===== src/rtl/rca_serial_add_ctrl_pkg.sv =====
// ---------------------------------------------------------------------------
// rca_serial_add_ctrl_pkg : shared FSM encoding and adder slice width
// Revision: 1.0
// ---------------------------------------------------------------------------
`default_nettype none

package rca_serial_add_ctrl_pkg;

  localparam int SLICE_W = 4;

  typedef enum logic [1:0] {
    IDLE = 2'd0,
    RUN  = 2'd1,
    DONE = 2'd2
  } state_t;

endpackage

`default_nettype wire


===== src/rtl/rca_serial_add_ctrl_ripple_carry_adder.sv =====
// ---------------------------------------------------------------------------
// ripple_carry_adder : purely combinational 4-bit ripple-carry adder slice
// Revision: 1.0
// ---------------------------------------------------------------------------
`default_nettype none

module ripple_carry_adder
  import rca_serial_add_ctrl_pkg::*;
(
  input  logic [SLICE_W-1:0] a,
  input  logic [SLICE_W-1:0] b,
  input  logic               cin,
  output logic [SLICE_W-1:0] s,
  output logic               cout
);

  logic [SLICE_W:0] w_c;

  assign w_c[0] = cin;

  for (genvar i = 0; i < SLICE_W; i++) begin : g_bit
    assign s[i]     = a[i] ^ b[i] ^ w_c[i];
    assign w_c[i+1] = (a[i] & b[i]) | (w_c[i] & (a[i] ^ b[i]));
  end

  assign cout = w_c[SLICE_W];

endmodule

`default_nettype wire


===== src/rtl/rca_serial_add_ctrl.sv =====
// ---------------------------------------------------------------------------
// rca_serial_add_ctrl : WIDTH-bit add by reusing one 4-bit slice per cycle
// Revision: 1.0
// ---------------------------------------------------------------------------
`default_nettype none

module rca_serial_add_ctrl
  import rca_serial_add_ctrl_pkg::*;
#(
  parameter int WIDTH = 16
) (
  input  logic             clk,
  input  logic             rst,
  input  logic             start,
  input  logic [WIDTH-1:0] a,
  input  logic [WIDTH-1:0] b,
  input  logic             cin,
  output logic             busy,
  output logic             done,
  output logic [WIDTH-1:0] sum,
  output logic             cout
);

  localparam int NSLICE = WIDTH / SLICE_W;
  localparam int CNT_W  = (NSLICE > 1) ? $clog2(NSLICE) : 1;
  localparam logic [CNT_W-1:0] C_CNT_LAST = CNT_W'(NSLICE - 1);

  state_t             r_state;
  state_t             w_state_nxt;
  logic [WIDTH-1:0]   r_a;
  logic [WIDTH-1:0]   r_b;
  logic [WIDTH-1:0]   r_sum;
  logic               r_carry;
  logic               r_cout;
  logic [CNT_W-1:0]   r_cnt;
  logic [SLICE_W-1:0] w_s;
  logic               w_co;

  ripple_carry_adder u_rca (
    .a    (r_a[SLICE_W-1:0]),
    .b    (r_b[SLICE_W-1:0]),
    .cin  (r_carry),
    .s    (w_s),
    .cout (w_co)
  );

  always_comb begin
    w_state_nxt = r_state;
    busy        = 1'b0;
    done        = 1'b0;
    case (r_state)
      IDLE: begin
        if (start) w_state_nxt = RUN;
      end
      RUN: begin
        busy = 1'b1;
        if (r_cnt == C_CNT_LAST) w_state_nxt = DONE;
      end
      DONE: begin
        busy        = 1'b1;
        done        = 1'b1;
        w_state_nxt = IDLE;
      end
      default: w_state_nxt = IDLE;
    endcase
  end

  always_ff @(posedge clk) begin
    if (rst) begin
      r_state <= IDLE;
      r_a     <= '0;
      r_b     <= '0;
      r_sum   <= '0;
      r_carry <= 1'b0;
      r_cout  <= 1'b0;
      r_cnt   <= '0;
    end else begin
      r_state <= w_state_nxt;
      case (r_state)
        IDLE: begin
          if (start) begin
            r_a     <= a;
            r_b     <= b;
            r_carry <= cin;
            r_cnt   <= '0;
            r_sum   <= '0;
          end
        end
        RUN: begin
          // Slice results enter at the top so the LS nibble ends at bit 0.
          r_sum   <= (r_sum >> SLICE_W) | (WIDTH'(w_s) << (WIDTH - SLICE_W));
          r_a     <= r_a >> SLICE_W;
          r_b     <= r_b >> SLICE_W;
          r_carry <= w_co;
          r_cnt   <= r_cnt + CNT_W'(1);
          if (r_cnt == C_CNT_LAST) r_cout <= w_co;
        end
        default: ;
      endcase
    end
  end

  assign sum  = r_sum;
  assign cout = r_cout;

endmodule

`default_nettype wire


===== config.mk =====
export PLATFORM = sky130hd
export DESIGN_NAME = rca_serial_add_ctrl
export DESIGN_NICKNAME = d
export VERILOG_FILES = /design/src/rtl/rca_serial_add_ctrl_pkg.sv /design/src/rtl/rca_serial_add_ctrl_ripple_carry_adder.sv /design/src/rtl/rca_serial_add_ctrl.sv
export SDC_FILE = /design/constraint.sdc
export NUM_CORES = 1
export LEC_CHECK = 0
export ABC_AREA = 0
export CELL_PAD_IN_SITES_DETAIL_PLACEMENT = 0
export CELL_PAD_IN_SITES_GLOBAL_PLACEMENT = 1
export CORE_MARGIN = 4
export CORE_UTILIZATION = 35
export DETAILED_ROUTE_END_ITERATION = 8
export MAX_ROUTING_LAYER = met4
export PLACE_DENSITY = 0.78
export SKIP_LAST_GASP = 1
export SLEW_MARGIN = 0
export SYNTH_ARGS = -nofsm -noshare
export SYNTH_HDL_FRONTEND = slang
export SYNTH_HIERARCHICAL = 1
export SYNTH_SLANG_ARGS = --single-unit

===== constraint.sdc =====
create_clock -name clk -period 5.4 [get_ports clk]
set_clock_uncertainty 0.15 [all_clocks]
set_input_delay 1.08 -clock clk [delete_from_list [all_inputs] [get_ports clk]]
set_output_delay 1.08 -clock clk [all_outputs]
set_load 0.005 [all_outputs]

# Word-level counts from Yosys, hierarchy flattened
# Index checks and enable logic that the tools add are counted.
# classes
n_bitwise,21
addsub,1
n_mux,15
eq_ne,5
n_reduce_logical,6
# op_table
op,n
$pmux 16 s2,3
$mux 16,3
$or 12x16->16,1
$and 1x1->1,8
$pmux 2 s2,2
$xor 1x1->1,8
$mux 2,3
$reduce_and 2->1,3
$eq 2x2->1 const B,2
$ne 2x2->1 const B,2
$or 1x1->1,4
$mux 1,3
$add 2x1->2 const B,1
$eq 2x1->1 const B,1
$logic_not 2->1,1
$pmux 1 s2,1
$reduce_bool 2->1,1
$reduce_or 2->1,1
# totals
input_bits,36
ff_bits,54
output_inout_bits,19
word_cells,55

# Depth between registers and ports, before layout
# depth
word_depth,10
ltp_mapped,10
ltp_nobuf,10

# By module
# The synthesis kept the hierarchy.
# by_module_without_submodules
module,cells_per_inst,seq_area_each_um2,area_per_inst_um2,instances
rca_serial_add_ctrl,249,1081.0,2387.3,1
ripple_carry_adder,14,0.0,117.6,1

# Least setup slack after synthesis
# OpenSTA, ideal clock, no wires.
# synth_path
kind,reg2reg
startpoint,reg r_a[0]
endpoint,reg r_sum[15] (netlist: sum[15])
stages_incl_launch_ff,11
setup_ns,0.072
setup_slack_ns,3.163
t_arrival_ns,2.015
n_path_buf,0
path_cell_list,dfxtp_1 fa_1 inv_1 fa_1 inv_1 fa_1 inv_1 fa_1 inv_1 nand3_1 a21oi_1
# synth_via
elab_chain_cells,10
elab_cells_between_ends,11
cone_classes,mux (1); bitwise (10)
# synth_rtl
element,line,text
from (decl),rca_serial_add_ctrl.sv:30,logic [WIDTH-1:0] r_a;
from (signal assigned),rca_serial_add_ctrl.sv:92,r_a <= r_a >> SLICE_W;
$xor 1x1->1,rca_serial_add_ctrl_ripple_carry_adder.sv:23,assign w_c[i+1] = (a[i] & b[i]) | (w_c[i] & (a[i] ^ b[i]));
$and 1x1->1,rca_serial_add_ctrl_ripple_carry_adder.sv:23,
$or 1x1->1 (*),rca_serial_add_ctrl_ripple_carry_adder.sv:23,
$and 1x1->1 (*),rca_serial_add_ctrl_ripple_carry_adder.sv:23,
$or 1x1->1 (*),rca_serial_add_ctrl_ripple_carry_adder.sv:23,
$and 1x1->1 (*),rca_serial_add_ctrl_ripple_carry_adder.sv:23,
$or 1x1->1 (*),rca_serial_add_ctrl_ripple_carry_adder.sv:23,
$xor 1x1->1 (*),rca_serial_add_ctrl_ripple_carry_adder.sv:22,assign s[i] = a[i] ^ b[i] ^ w_c[i];
via w_s[3],rca_serial_add_ctrl.sv:36,logic [SLICE_W-1:0] w_s;
$or 12x16->16 (*),rca_serial_add_ctrl.sv:91,r_sum <= (r_sum >> SLICE_W) | (WIDTH'(w_s) << (WIDTH - SLICE_W));
$pmux 16 s2 (*),rca_serial_add_ctrl.sv:79,case (r_state)
to (signal assigned),rca_serial_add_ctrl.sv:91,
to (decl),rca_serial_add_ctrl.sv:32,logic [WIDTH-1:0] r_sum;
# The timed path passes the listed nets; every way through them passes the cells marked *.
# A chain may end at the register's enable or synchronous reset.

# Worst setup path in the final report
# layout_path
startpoint,reg r_state[1]
endpoint,reg r_a[10]
# layout_via
elab_chain_cells,3
elab_cells_between_ends,6
cone_classes,eq/ne (2); mux (1); reduce/logical (3)
# layout_rtl
element,line,text
from (decl),rca_serial_add_ctrl.sv:28,state_t r_state;
from (signal assigned),rca_serial_add_ctrl.sv:78,r_state <= w_state_nxt;
$eq 2x1->1 or $logic_not 2->1 (tied branches),rca_serial_add_ctrl.sv:79,
$reduce_bool 2->1 (no line) or $ne 2x2->1 (tied branches),--,
$reduce_and 2->1 (no line),--,
# Several ways; a longest one is shown, not always the timed one.

==> results.cfg <==
[clock_tree]
clkTransAtPathRegs_ns = 0.09
postCtsResizedCells = 0
postCtsHoldBufs = 0
htreeDepth = 2
cts_num_sinks = 54
clkLatencyLatePin_ns = 0.30
cts_tree = built
root_buffer = clkbuf_8
post_cts_buffers = 0
cts_buffer_depth = 2
cts_inserted_buffers = 5

[grt]
grt_antenna_before_repair = 0
grt_pass1_vias = 1887
overflow = 0
grt_max_degree = 75
grt_pass1_wl_mm = 8.700
grt_usage_pct = 12.76

[synthesis]
synthCells = 263
synth_edf_count = 0
synthArstFlopShare_pct = 0
synth_most_common_cell = dfxtp_1
yosysSeqAreaShare_pct = 43.16
syn_avg_cell_area_um2 = 9.524
syn-num-nets = 308
yosysTopAreaCellShare_pct = 43.16
synth_commonest_cells = dfxtp_1, a21oi_1, nand2_1
yosys-top-cells-area = dfxtp_1, a211oi_2, mux2i_1
ys.warnings.count = 6
synth.ff_latch_count = 54
synth_top_flop_cell = dfxtp_1
syn_area_um2 = 2505
synth_area_leader_cell = dfxtp_1
synth.distinct_cells = 23

[sta]
layout_worst_path_cycle_share_pct = 52.02
finalSetupTns_ns = 0
worst_pin_slew_ns = 1.051
fmax_mhz = 356.0
max_slew_margin_pct = 29.96
post-route-min-period_ns = 2.809
hold_viol_final = 0
slew_violations = 0
setup_violations = 0
grt_setup_unrepaired = false

[setup_path]
cp_max_fo = 74
critPathKind = register to register
cp-start-kind = register
worstPathArrival_ns = 2.89
cp.required_ns = 5.48
rr_worst_depth = 5
critPathCaptureType = register

[cells_and_area]
instances_no_fill = 399
diodes = 0
area_growth_pct = 24.83
nets = 349
fin_area_um2 = 3127
drive_gt1_share_pct = 10.56

[drt]
dr.pass1.iters = 4
drtIter0Drc = 60
route.detailed.drc = 0
dr_total_vias = 1878
antenna_left = 0
avgRoutedWirePerCell_um = 12.78
via_per_inst = 4.707
wl_mm = 5.098

[floorplan]
start_util_pct = 36.47
dieHeight_um = 92.60
die_area_um2 = 8575
placementRows = 30
core_region_area_um2 = 6869
pin_count = 55
die_w_um = 92.60

[power_and_ir_drop]
switchingPower_mw = 0.2348
pwr-share-comb_pct = 21.5
leakagePower_nw = 1.092
p_int_mw = 0.6113
cellPowerDensity_nw_per_um2 = 270.6
power_mw = 0.8461
seqPwrFrac_pct = 52.6
vdd_drop_max_v = 0.0001560
power_frac_clock_pct = 25.9
power_switching_share_pct = 27.75

[run_status]
status = finished clean

[run]
maxCapViolCount = 0

[worst_hold_path]
hold_class = register to register
hold_path_depth = 2

[placement]
placed_cell_area_um2 = 3044
placed_cells = 393
dp_hpwl_mm = 3.388
portBuffers = 54
place_congestion = 0.7056
[cell usage in the layout, fill, tap and decap left out]
cell / synthesis / final
nand3b_1: 9 / 9
mux2i_2: 1 / 1
mux2_4: 1 / 1
a211oi_2: 20 / 20
clkbuf_8: 0 / 6
nor2b_1: 1 / 1
nand2_1: 27 / 27
a211oi_1: 6 / 6
mux2i_1: 25 / 25
nand3_1: 17 / 17
buf_4: 5 / 2
ha_1: 5 / 4
nand2b_1: 2 / 2
nor2_1: 26 / 26
inv_1: 13 / 13
a21oi_1: 28 / 28
ha_2: 0 / 1
nor3_1: 1 / 1
fa_1: 4 / 4
a32oi_1: 1 / 1
buf_2: 5 / 1
dfxtp_1: 54 / 54
clkdlybuf4s50_1: 0 / 53
[final timing paths]
kind	startpoint	end	slack, ns
worst min-delay path	sum[2]	sum[2]	0.30
worst max-delay path	r_state[1]	r_a[10]	2.59
worst min register to register	sum[2]	sum[2]	0.30
worst max register to register	r_state[1]	r_a[10]	2.59
[routing by layer]
metal  routed length [µm]  track usage, %  vias to the layer above
met2                 2386           21.39                       44
met4                   50           2.599                        0
met3                  244           3.574                        5
met5                    0               -                        -
li1                     -               -                      978
met1                 2416           15.38                      851
[final cells by class]
class	instances	area, µm²
timing repair buffer	56	550.5
fill	676	3742
multi-input combinational	174	1244
clock buffer	6	82.58
inverter	13	48.80
tap	96	120.1
sequential	54	1081
[cells by family after synthesis]
| group | share of synthesized area (%) |
|---|---|
| AOI/OAI and AO/OA | 17.73 |
| adders and majority gates | 5.694 |
| buffers and inverters | 7.293 |
| DFF | 43.16 |
| muxes | 11.14 |
| and+or+nand+nor | 14.98 |
[critical path, cell delays in order, from the launching register on]
cell	delay [ns]
dfxtp_1	0.34
inv_1	0.11
ha_2	0.88
mux2_4	0.86
nor2_1	0.12
a211oi_2	0.21
[power by group through the flow]
stage | combinational [mW] | sequential [mW] | clock, mW
floorplan | 0.141 | 0.450 | 0
global placement | 0.184 | 0.454 | 0
detailed placement | 0.185 | 0.455 | 0
CTS | 0.186 | 0.445 | 0.225
global route | 0.206 | 0.449 | 0.240
finish | 0.182 | 0.445 | 0.219
[sequential cells by signal, indices dropped and copies added (netlist names)]
register	count
cout	1
r_a	16
r_b	16
r_carry	1
r_cnt	2
r_state	2
sum	16
[metrics by stage]
stage | setup slack (ns) | hold WS, ns | util (%)
floorplan | 3.163 | 0.2816 | -
global placement | 2.505 | 0.2901 | 44.32
detailed placement | 2.473 | 0.2944 | 44.32
CTS | 2.564 | 0.3070 | 45.52
global route | 2.264 | 0.3302 | 45.52
finish | 2.591 | 0.3047 | 45.52
Note: power is estimated with default switching activity, not from simulation.
